## src/rtl/procesador_pkg.sv

```systemverilog
`default_nettype none
// ============================================================================
// Module : procesador_pkg
// Brief  : Shared types and opcode constants for the processor data path.
// Rev    : 1.0 - initial release
// ============================================================================
package procesador_pkg;

    typedef enum logic [0:0] {
        IDLE    = 1'b0,
        RD_WAIT = 1'b1
    } arb_state_t;

    typedef enum logic [0:0] {
        OWN_CPU = 1'b0,
        OWN_EXT = 1'b1
    } arb_owner_t;

    localparam logic [3:0] OP_LD = 4'b1100;
    localparam logic [3:0] OP_ST = 4'b1101;

endpackage
`default_nettype wire

```

## src/rtl/arb_starve_cnt.sv

```systemverilog
`default_nettype none
// ============================================================================
// Module : arb_starve_cnt
// Brief  : Saturating count of consecutive cycles a request was denied.
// Rev    : 1.0 - initial release
// ============================================================================
module arb_starve_cnt #(
    parameter int STARVE_LIM = 3
) (
    input  logic clk,
    input  logic rst_n,
    input  logic req,
    input  logic gnt,
    output logic at_limit
);

    localparam logic [3:0] c_lim = 4'(STARVE_LIM);

    logic [3:0] r_cnt;

    always_ff @(posedge clk or negedge rst_n) begin
        if (!rst_n) begin
            r_cnt <= 4'd0;
        end else if (!req || gnt) begin
            r_cnt <= 4'd0;
        end else if (r_cnt != c_lim) begin
            r_cnt <= r_cnt + 4'd1;
        end
    end

    assign at_limit = (r_cnt == c_lim);

endmodule
`default_nettype wire

```

## src/rtl/data_mem_arbiter.sv

```systemverilog
`default_nettype none
// ============================================================================
// Module : data_mem_arbiter
// Brief  : Shares the single-port data memory between CPU MEM stage and the
//          external filter-data port; CPU priority with starvation override.
// Rev    : 1.0 - initial release
// ============================================================================
module data_mem_arbiter
    import procesador_pkg::*;
#(
    parameter int ADDR_W     = 16,
    parameter int DATA_W     = 32,
    parameter int MEM_LAT    = 2,
    parameter int STARVE_LIM = 3
) (
    input  logic              clk,
    input  logic              rst_n,
    input  logic              cpu_re,
    input  logic              cpu_we,
    input  logic [ADDR_W-1:0] cpu_addr,
    input  logic [DATA_W-1:0] cpu_wdata,
    output logic [DATA_W-1:0] cpu_rdata,
    output logic              cpu_stall,
    input  logic              ext_req,
    input  logic              ext_we,
    input  logic [ADDR_W-1:0] ext_addr,
    input  logic [DATA_W-1:0] ext_wdata,
    output logic              ext_gnt,
    output logic              ext_rvalid,
    output logic [DATA_W-1:0] ext_rdata,
    output logic              mem_re,
    output logic              mem_we,
    output logic [ADDR_W-1:0] mem_addr,
    output logic [DATA_W-1:0] mem_wdata,
    input  logic [DATA_W-1:0] mem_rdata
);

    localparam logic [2:0] c_lat = 3'(MEM_LAT);

    arb_state_t r_state, w_next_state;
    arb_owner_t r_owner, w_next_owner;
    logic [2:0] r_lat_cnt, w_next_lat;

    logic w_cpu_req;
    logic w_ext_win;
    logic w_cpu_done;
    logic w_at_limit;

    assign w_cpu_req = cpu_re | cpu_we;

    arb_starve_cnt #(
        .STARVE_LIM (STARVE_LIM)
    ) u_starve (
        .clk      (clk),
        .rst_n    (rst_n),
        .req      (ext_req),
        .gnt      (ext_gnt),
        .at_limit (w_at_limit)
    );

    always_ff @(posedge clk or negedge rst_n) begin
        if (!rst_n) begin
            r_state   <= IDLE;
            r_owner   <= OWN_CPU;
            r_lat_cnt <= 3'd0;
        end else begin
            r_state   <= w_next_state;
            r_owner   <= w_next_owner;
            r_lat_cnt <= w_next_lat;
        end
    end

    // Outputs are gated by rst_n so every output reads 0 while reset is held.
    always_comb begin
        w_next_state = r_state;
        w_next_owner = r_owner;
        w_next_lat   = r_lat_cnt;
        w_ext_win    = 1'b0;
        w_cpu_done   = 1'b0;
        cpu_rdata    = '0;
        cpu_stall    = 1'b0;
        ext_gnt      = 1'b0;
        ext_rvalid   = 1'b0;
        ext_rdata    = '0;
        mem_re       = 1'b0;
        mem_we       = 1'b0;
        mem_addr     = '0;
        mem_wdata    = '0;
        if (rst_n) begin
            case (r_state)
                IDLE: begin
                    w_ext_win = ext_req && (w_at_limit || !w_cpu_req);
                    if (w_ext_win) begin
                        ext_gnt   = 1'b1;
                        mem_addr  = ext_addr;
                        mem_wdata = ext_wdata;
                        mem_we    = ext_we;
                        mem_re    = !ext_we;
                        if (!ext_we) begin
                            w_next_state = RD_WAIT;
                            w_next_owner = OWN_EXT;
                            w_next_lat   = 3'd1;
                        end
                    end else if (w_cpu_req) begin
                        mem_addr  = cpu_addr;
                        mem_wdata = cpu_wdata;
                        // A simultaneous read+write request is treated as a write.
                        mem_we    = cpu_we;
                        mem_re    = !cpu_we;
                        if (cpu_we) begin
                            w_cpu_done = 1'b1;
                        end else begin
                            w_next_state = RD_WAIT;
                            w_next_owner = OWN_CPU;
                            w_next_lat   = 3'd1;
                        end
                    end
                end
                RD_WAIT: begin
                    if (r_lat_cnt == c_lat) begin
                        w_next_state = IDLE;
                        w_next_lat   = 3'd0;
                        if (r_owner == OWN_CPU) begin
                            cpu_rdata  = mem_rdata;
                            w_cpu_done = 1'b1;
                        end else begin
                            ext_rdata  = mem_rdata;
                            ext_rvalid = 1'b1;
                        end
                    end else begin
                        w_next_lat = r_lat_cnt + 3'd1;
                    end
                end
                default: w_next_state = IDLE;
            endcase
            cpu_stall = w_cpu_req && !w_cpu_done;
        end
    end

endmodule
`default_nettype wire

```

## config.mk

```make
export PLATFORM = sky130hd
export DESIGN_NAME = data_mem_arbiter
export DESIGN_NICKNAME = d
export VERILOG_FILES = /design/src/rtl/procesador_pkg.sv /design/src/rtl/arb_starve_cnt.sv /design/src/rtl/data_mem_arbiter.sv
export SDC_FILE = /design/constraint.sdc
export NUM_CORES = 1
export LEC_CHECK = 0
export BUFFER_PORTS_ARGS = -buffer_cell sky130_fd_sc_hd__buf_4
export CAP_MARGIN = 20
export CORE_AREA = 2 2 97 99
export CTS_BUF_LIST = sky130_fd_sc_hd__clkbuf_2
export DETAILED_ROUTE_END_ITERATION = 8
export DIE_AREA = 0 0 99 101
export PLACE_DENSITY = 0.61
export SLEW_MARGIN = 10
export SYNTH_ARGS = -nofsm -noshare
export SYNTH_HDL_FRONTEND = slang
export SYNTH_SLANG_ARGS = --single-unit
```

## constraint.sdc

```tcl
create_clock -name clk -period 1.5 [get_ports clk]
set_input_delay 0.075 -clock clk [delete_from_list [all_inputs] [get_ports clk]]
set_output_delay 0.075 -clock clk [all_outputs]
set_load 0.02 [all_outputs]
```

==> reports/metrics.cfg, run 1 <==
[clock_network]
cts_buffer_depth=2
cts_tree=done
cts_sinks=9
cts_buffers=3
cts_max_level=1
path_clk_slew_ns=0.09
worst_skew_pair.late_latency_ns=0.25
cts_root_buffer=clkbuf_2

[timing]
finClkSkew_ns=0.00270
fmax_mhz=510
slew_violations=0
rsz0062_at_grt=yes
worst_pin_slew_ns=0.347
final_hold_viol_count=0
setup_viol=123
slew_headroom_pct=76.9
period_minus_slack_ns=1.96
fin_crit_sh_pct=131
setup_slack_ns=-0.462

[logic_synthesis]
synthFlopType=dfrtp_1
syn_nets=445
synth_area_leaders=mux2i_1 23%, and3_1 19%, and2_1 13%, dfrtp_1 10%, nor2_1 9.6%
synth_top_area_share_pct=22.9
ys_async_sr_fraction_pct=100
synth_area_leader_cell=mux2i_1
synthAdderAreaFrac_pct=0.583
synth_top_family_by_area=simple AND/OR/NAND/NOR gates
synth.ff_latch_count=9
synth_xor_area_share_pct=0.408
synth.distinct_cells=38
netlist_area_mm2=0.00215
ys_warn_count=0
synth.area.mux_share_pct=22.9
synth_edf_count=0
synth_compound_area_share_pct=6.94
syn-instance-count=310
synth-simple-area-share_pct=49.5
yosysSeqAreaShare_pct=10.5
synth.avg_cell_area_um2=6.92

[route]
antenna_left=0
dr.pass1.iters=4
drc=0
vias=3280
wl_per_cell_um=16.2
viasPerCell=4.82
wl_um=11000
drtIter0Drc=62

[floorplan]
dieHeight_um=101
die_x_um=99
pin_count=251
fp.coreArea_mm2=0.00898
die_area_mm2=0.0100
rows=35
start_util_pct=23.9

[job]
maxCapViolations=0

[placed_design]
dpl.hpwl_um=7320
pre_cts_ws_ns=-0.258
portBuffers=250
placed_cells=659
place.gp.congestion=0.811

[worst_setup_path]
startpoint_type=register
critPathMaxFanout=6
rr_startpoint=u_starve.r_cnt[1]
cp-end-kind=output port
crit_arrival_ns=1.89
setup.worst_path.start=u_starve.r_cnt[1]
cp.required_ns=1.42
path_class=reg -> out

[worst_hold_path]
min-delay-start=ext_req
hold_class=in -> reg

[finish]
fin_util_pct=61.4
drive_above_1_share_pct=73.8
diodes=0
fin_nets=705
areaGrowthSynthToFinish_pct=157
final_cells=680

[status]
violations=setup timing
outcome=complete, but fails checks

[pwr]
p_leak_uw=0.00277
power.total_uw=3040
vdd_drop_max_mv=0.283
p_per_area_mw_per_mm2=550

[grt]
antenna_found_initial=0
grtUsageTotal_pct=18.4
grt_start_max_net_pins=38
grt_pass1_wl_um=15200
grt_pass1_vias=3153
overflow=0

-- sequential cells by signal (all words and copies together), names as in the netlist --
signal          count
u_starve.r_cnt      4
r_lat_cnt           3
r_state             1
r_owner             1
-- where the power goes --
group | switching [µW] | total, µW | internal [µW]
Sequential | 54.8 | 364 | 309
Combinational | 1220 | 2510 | 1290
Clock | 87.2 | 158 | 70.9
Total | 1360 | 3040 | 1670
-- path summary, 6_finish.rpt --
check / endpoint / slack, ns / depth (start not counted)
max: mem_we / -0.46 / 8
min: u_starve.r_cnt[0] / 0.14 / 2
max reg2reg: r_lat_cnt[1] / -0.25 / 7
min reg2reg: r_lat_cnt[1] / 0.63 / 2
max in group asynchronous: u_starve.r_cnt[0] / 0.89 / 3
min in group asynchronous: r_owner / 0.23 / 2
-- cells by family (layout without fill, tap and decap cells) --
group / count (synthesis) / count (layout)
and+or+nand+nor: 191 / 191
buffers and inverters: 37 / 296
AOI/OAI and AO/OA: 22 / 22
adders and majority gates: 1 / 1
DFF: 9 / 9
muxes: 49 / 49
xor gates and xnor gates: 1 / 1
-- routing by layer --
layer  track usage (%)  part of all wire (%)  up-vias
met5                 0                     0        -
met4              3.16                   1.7        0
met3              4.65                   6.9       16
met2              35.2                    54      156
met1              20.6                    37     1520
li1                  -                     -     1588
-- worst max-delay path, cell delays in order (launching register included) --
cell and delay, ns:
dfrtp_1 0.39, ha_2 0.19, nor3b_4 0.16, o21ai_4 0.14, buf_12 0.16, buf_4 0.17, mux2i_1 0.23, nor2_2 0.04
buf_4 0.16
-- Yosys cell counts (4+ instances only) --
| master | number |
|---|---|
| and3_1 | 65 |
| nor2_1 | 55 |
| mux2i_1 | 49 |
| and2_1 | 46 |
| clkbuf_1 | 18 |
| dfrtp_1 | 9 |
| buf_6 | 6 |
| a21oi_1 | 5 |
| buf_2 | 5 |
| nand3_1 | 5 |
| inv_1 | 4 |
-- repair_timing --
item	4_1_cts	5_1_grt
hold endpoints to repair	9	0
resized for setup	105	87
setup buffers	4	2
hold buffers	1	0
cloned	5	5
setup endpoints to repair	122	125
pin swaps	18	36
-- final cells by class --
cell class / instances / area (µm²)
sequential: 9 / 225
timing repair buffer: 288 / 2860
multi-input combinational: 264 / 2260
clock buffer: 4 / 20.0
inverter: 4 / 15.0
fill: 736 / 3460
tap: 111 / 139
-- stage by stage --
step	TNS (ns)	hold WS (ns)	instance area [µm²]
3_3_place_gp	-9.16	-0.108	4380
5_1_grt	-54.69	0.108	5520
4_1_cts	-41.05	0.123	5000
2_1_floorplan	-4.16	-0.221	2310
6_report	-42.35	0.138	5520
3_5_place_dp	-10.26	-0.105	4380
-- cells in the final DEF, fill, tap and decap left out, types with 4 or more instances in the layout --
cell,Yosys,layout
nand3_1,5,5
dfrtp_1,9,9
and3_4,0,51
a21oi_1,5,4
buf_12,0,7
and3_1,65,14
nor2_1,55,4
clkbuf_16,0,4
mux2i_1,49,34
mux2i_2,0,10
buf_6,6,108
buf_4,1,161
and2_1,46,45
clkbuf_2,3,4
buf_16,0,6
mux2i_4,0,5
inv_1,4,4
nor2_2,0,50
(Power assumes the default switching activity.)
==> run 2: changes to the inputs <==
CORE_AREA = 2 2 96 98   (was 2 2 97 99)
DIE_AREA = 0 0 98 100   (was 0 0 99 101)
PLACE_DENSITY = 0.59   (was 0.61)
REMOVE_ABC_BUFFERS = 1   (was not set)
clock period = 2.3 ns   (was 1.5 ns; I/O delays follow)
==> reports/metrics.cfg, run 2 (same netlist as run 1, synthesis figures left out) <==
[route]
wl_per_cell_um=14.5  ; -10%
vias=3072  ; -6.3%
drtIter0Drc=81  ; +31%
viasPerCell=4.65  ; -3.6%
drc=0  ; unchanged
antenna_left=0  ; unchanged
dr.pass1.iters=4  ; unchanged
wl_um=9590  ; -13%

[finish]
nFillCells=929  ; +26%
final_common_cell=buf_4
largestRegisters=u_starve.r_cnt x4, r_lat_cnt x3
diodes=0  ; unchanged
largest_reg_flops=4  ; unchanged
areaGrowthSynthToFinish_pct=97.1
final_cell_mix=260 x buf_4, 65 x and3_1, 55 x nor2_1
drive_above_1_share_pct=50.7  ; -23 points
regMostFlops=u_starve.r_cnt
fin_nets=686  ; -2.7%

[clock_network]
cts_max_level=1  ; unchanged
worst_skew_pair.late_latency_ns=0.25  ; about the same
cts_tree=done
cts_sinks=9  ; unchanged
cts_buffers=3  ; unchanged
cts_root_buffer=clkbuf_2
path_clk_slew_ns=0.09  ; about the same
cts_buffer_depth=2  ; unchanged

[pwr]
switching_share_pct=47.0  ; +2.1 points
p_leak_uw=0.00268  ; -3.3%
p_per_area_mw_per_mm2=360  ; -35%
power_frac_seq_pct=17.6  ; +5.6 points
p_clk_share_pct=6.8  ; +1.6 points
power.total_uw=1520  ; -50%
vdd_drop_max_mv=0.187  ; -34%
comb_power_share_pct=75.6  ; -7.2 points
p_switching_uw=716  ; -47%
p_int_uw=808  ; -52%

[placed_design]
place.gp.congestion=0.815  ; +0.38%
dpl.hpwl_um=7590  ; +3.7%
portBuffers=250  ; unchanged

[status]
outcome=finished clean

[floorplan]
pin_count=251  ; unchanged
dieHeight_um=100  ; -0.99%
rows=35  ; unchanged
start_util_pct=24.1  ; +0.24 points
die_area_mm2=0.00980  ; -2.0%
die_x_um=98  ; -1.0%
fp.coreArea_mm2=0.00889  ; -0.98%

[timing]
finClkSkew_ns=0.00795  ; +0.00525 ns
fmax_mhz=463
fin_crit_sh_pct=94.0
final_hold_viol_count=0  ; unchanged
slew_violations=0  ; unchanged
setup_viol=0  ; -100%
worst_pin_slew_ns=0.709  ; +0.362 ns
slew_headroom_pct=52.8  ; -24 points
timing.setup.tns_ns=0  ; +42.35 ns
period_minus_slack_ns=2.16

[grt]
use_met1_pct=20.7  ; +0.094 points
gr-usage-met2_pct=32.2  ; -3.0 points
grtUsageTotal_pct=17.4  ; -0.94 points
grt_busiest_layer=met2
antenna_found_initial=1  ; +1
grt_pass1_vias=2905  ; -7.9%
use_met3_pct=4.32  ; -0.33 points
overflow=0  ; unchanged
grt_start_max_net_pins=66  ; +74%
grt_pass1_wl_um=14300  ; -5.7%

[worst_setup_path]
path_class=reg -> out
critPathMaxFanout=5  ; -1
cp-end-kind=output port
cp.required_ns=2.18  ; +0.76 ns
startpoint_type=register
crit_arrival_ns=2.05  ; +0.16 ns

[job]
maxCapViolations=0  ; unchanged

[worst_hold_path]
hold_class=in -> reg

==> run 2: layer usage <==
layer  part of all wire (%)  vias to the layer above
met1                     39                     1366
li1                       -                     1541
met4                    1.0                        2
met3                    8.6                        8
met2                     51                      155
met5                   0.14                        -
==> run 2: final timing paths <==
kind / from / to / slack, ns / cells after the start
setup reg to reg: u_starve.r_cnt[0] / r_lat_cnt[1] / 0.33 / 7
min in group asynchronous: rst_n / r_state / 0.26 / 2
hold reg to reg: u_starve.r_cnt[1] / u_starve.r_cnt[1] / 0.57 / 2
setup / recovery: u_starve.r_cnt[0] / mem_we / 0.14 / 8
max in group asynchronous: rst_n / u_starve.r_cnt[2] / 1.84 / 2
hold / removal: ext_req / u_starve.r_cnt[1] / 0.19 / 2
==> run 2: worst max-delay path: stages, from the launching register on <==
cell	delay (ns)
dfrtp_1	0.42
ha_2	0.21
nor3b_4	0.34
o21ai_4	0.11
buf_12	0.15
buf_4	0.15
mux2i_1	0.18
nor2_1	0.07
buf_4	0.17
==> run 2: area by class of cell <==
cell class | count | area, µm² | area share, %
Clock buffer | 4 | 20.0 | 0.473
Tap cell | 111 | 139 | 3.28
Multi-Input combinational cell | 265 | 1750 | 41.4
Inverter | 4 | 15.0 | 0.355
Sequential cell | 9 | 225 | 5.32
Timing Repair Buffer | 268 | 2080 | 49.2
==> run 2: metrics by stage <==
| step | hold slack, ns | util [%] | setup slack (ns) | cell area, µm² | instances |
|---|---|---|---|---|---|
| 3_5_place_dp | -0.0114 | 45.8 | 0.242 | 4070 | 647 |
| 4_1_cts | 0.168 | 46.2 | 0.0489 | 4110 | 653 |
| 2_1_floorplan | -0.181 | - | -1.14 | 1960 | 277 |
| 3_3_place_gp | -0.0134 | 45.8 | 0.314 | 4070 | 647 |
| 5_1_grt | 0.169 | 47.6 | -0.000303 | 4230 | 661 |
| 6_report | 0.195 | 47.6 | 0.139 | 4230 | 661 |
==> run 2: power by group through the flow <==
| stage | combinational (µW) | sequential, µW | clock (µW) |
|---|---|---|---|
| 6_report | 1150 | 268 | 103 |
| 5_1_grt | 1270 | 278 | 118 |
| 3_5_place_dp | 1120 | 271 | 0 |
| 2_1_floorplan | 589 | 274 | 0 |
| 3_3_place_gp | 1110 | 266 | 0 |
| 4_1_cts | 1130 | 268 | 106 |
==> run 2: what timing repair did <==
action / in CTS / in global routing
pin swaps: 1 / 1
buffers inserted: 1 / 5
endpoints found under the hold margin: 9 / 0
gates resized for setup: 0 / 7
cloned: 0 / 3
hold buffers: 1 / 0
setup endpoints to repair: 23 / 49
==> run 3: changes to the inputs <==
==> constraint.sdc (replaced) <==
create_clock -name clk -period 2.3 [get_ports clk]
set_input_delay 0.115 -clock clk [delete_from_list [all_inputs] [get_ports clk]]
set_output_delay 0.115 -clock clk [all_outputs]
set_load 0.005 [all_outputs]
==> reports/metrics.cfg, run 3 (same netlist as run 1, synthesis figures left out) <==
[route]
vias=3106  ; +1.1%
wl_um=9800  ; +2.1%
viasPerCell=4.73  ; +1.7%
routed.top_layer=met4
wl_met3_um=837  ; +1.9%
dr_wl_met2_um=5060  ; +3.0%
drc=0  ; unchanged
wl_met1_um=3730  ; -0.40%
antenna_left=0  ; unchanged
wl_per_cell_um=14.9  ; +2.8%
dr.pass1.iters=4  ; unchanged
drtIter0Drc=62  ; -23%

[placed_design]
placed_cells=645  ; -0.31%
pre_cts_ws_ns=0.363  ; +0.121 ns
portBuffers=250  ; unchanged
dpl.hpwl_um=7640  ; +0.69%
place.gp.congestion=0.799  ; -2.0%

[grt]
overflow=0  ; unchanged
antenna_found_initial=0  ; -1
grt_start_max_net_pins=67  ; +1.5%
grtUsageTotal_pct=17.2  ; -0.18 points
grt_pass1_vias=2887  ; -0.62%
grt_pass1_wl_um=14100  ; -1.0%

[finish]
fin_nets=682  ; -0.58%
diodes=0  ; unchanged
final_common_cell=buf_4
final_cell_mix=259 x buf_4, 65 x and3_1, 55 x nor2_1
fin_util_pct=47.1  ; -0.53 points
drive_above_1_share_pct=50.2  ; -0.54 points
largest_reg_flops=4  ; unchanged
final_cells=657  ; -0.61%
areaGrowthSynthToFinish_pct=94.9
largestRegisters=u_starve.r_cnt x4, r_lat_cnt x3
regMostFlops=u_starve.r_cnt

[worst_setup_path]
crit_arrival_ns=2.06  ; about the same
startpoint_type=register
critPathMaxFanout=9  ; +4
crit_path_frequent_cell=buf_4
crit_path_max_incr_delay_ns=0.42  ; about the same
cp-end-kind=output port
crit_path_cell_trace=ha_1, nor3b_4, o21ai_4, buf_4, clkbuf_16, mux2i_1, nor2_1, buf_4
cp.required_ns=2.18  ; about the same
path_class=reg -> out
slowest_stage=dfrtp_1

[floorplan]
pin_count=251  ; unchanged
die_x_um=98  ; unchanged
rows=35  ; unchanged
fp.coreArea_mm2=0.00889  ; unchanged
start_util_pct=24.1  ; unchanged
dieHeight_um=100  ; unchanged
die_area_mm2=0.00980  ; unchanged

[timing]
finClkSkew_ns=0.000671  ; -0.00727 ns
slew_violations=0  ; unchanged
worst_pin_slew_ns=0.753  ; +0.0444 ns
fmax_mhz=459  ; -0.84%
fin_crit_sh_pct=94.8  ; +0.80 points
final_hold_viol_count=0  ; unchanged
setup_viol=0  ; unchanged
period_minus_slack_ns=2.18  ; +0.0183 ns
slew_headroom_pct=49.8  ; -3.0 points
setup_slack_ns=0.120  ; -0.0183 ns

[clock_network]
cts_tree=done
cts_max_level=1  ; unchanged
cts_root_buffer=clkbuf_2
cts_sinks=9  ; unchanged
cts_buffer_depth=2  ; unchanged
path_clk_slew_ns=0.09  ; about the same
worst_skew_pair.late_latency_ns=0.24  ; about the same
cts_buffers=3  ; unchanged

[worst_hold_path]
hold_class=in -> reg

[pwr]
p_per_area_mw_per_mm2=327  ; -9.1%
p_leak_uw=0.00266  ; -0.66%
vdd_drop_max_mv=0.171  ; -8.6%
power.total_uw=1370  ; -10%

[job]
maxCapViolations=0  ; unchanged

[status]
outcome=finished clean

-- run 3: cell types whose count changed in the layout (fill, tap and decap cells not counted), sizes merged --
cell / change
buf: -4
clkbuf: +1
o21ai: -1
-- run 3: repair_timing --
action / 4_1_cts / 5_1_grt
hold buffers: 1 / 0
resized for setup: 0 / 2
hold endpoints to repair: 9 / 0
setup buffers: 0 / 4
setup endpoints to repair: 0 / 29
-- run 3: power by group --
part,switching (µW),internal (µW),total [µW]
Clock,56.4,46.2,103
Combinational,454,544,999
Sequential,66.4,202,268
-- run 3: metrics by stage --
stage | area [µm²] | TNS (ns) | hold WS (ns)
6_report | 4180 | 0 | 0.172
2_1_floorplan | 1960 | -55.68 | -0.181
4_1_cts | 4080 | 0 | 0.154
3_5_place_dp | 4050 | 0 | -0.0134
5_1_grt | 4180 | -0.00378 | 0.145
3_3_place_gp | 4050 | 0 | -0.0136
-- run 3: path summary, 6_finish.rpt --
kind                       depth (start not counted)  slack [ns]               from                 to
max in group asynchronous                          2        1.85              rst_n            r_owner
setup / recovery                                   8        0.12  u_starve.r_cnt[0]       mem_wdata[4]
hold / removal                                     2        0.17            ext_req  u_starve.r_cnt[1]
min in group asynchronous                          2        0.26              rst_n            r_state
hold reg to reg                                    2        0.58  u_starve.r_cnt[1]  u_starve.r_cnt[1]
setup reg to reg                                   7        0.32  u_starve.r_cnt[0]       r_lat_cnt[1]
-- run 3: worst max-delay path: cells and delay by family, from the launching register on --
family          cells  cell delay (ns)
simple gates        2             0.48
buf+inv             3             0.48
fa+ha+maj           1             0.21
mux                 1             0.12
flops               1             0.42
compound gates      1             0.11
-- run 3: area by class of cell --
class                   instances  area, µm²
fillers                       874       4710
flip-flops and latches          9        225
repair buffers                265       2050
clock buffers                   4       20.0
well taps                     111        139
inverters                       4       15.0
multi-input cells             264       1730
-- run 3: routing by layer --
layer	vias to the layer above	track usage (%)
met3	12	3.69
met2	174	31.8
met1	1391	20.6
met5	-	0
met4	0	3.74
li1	1529	-
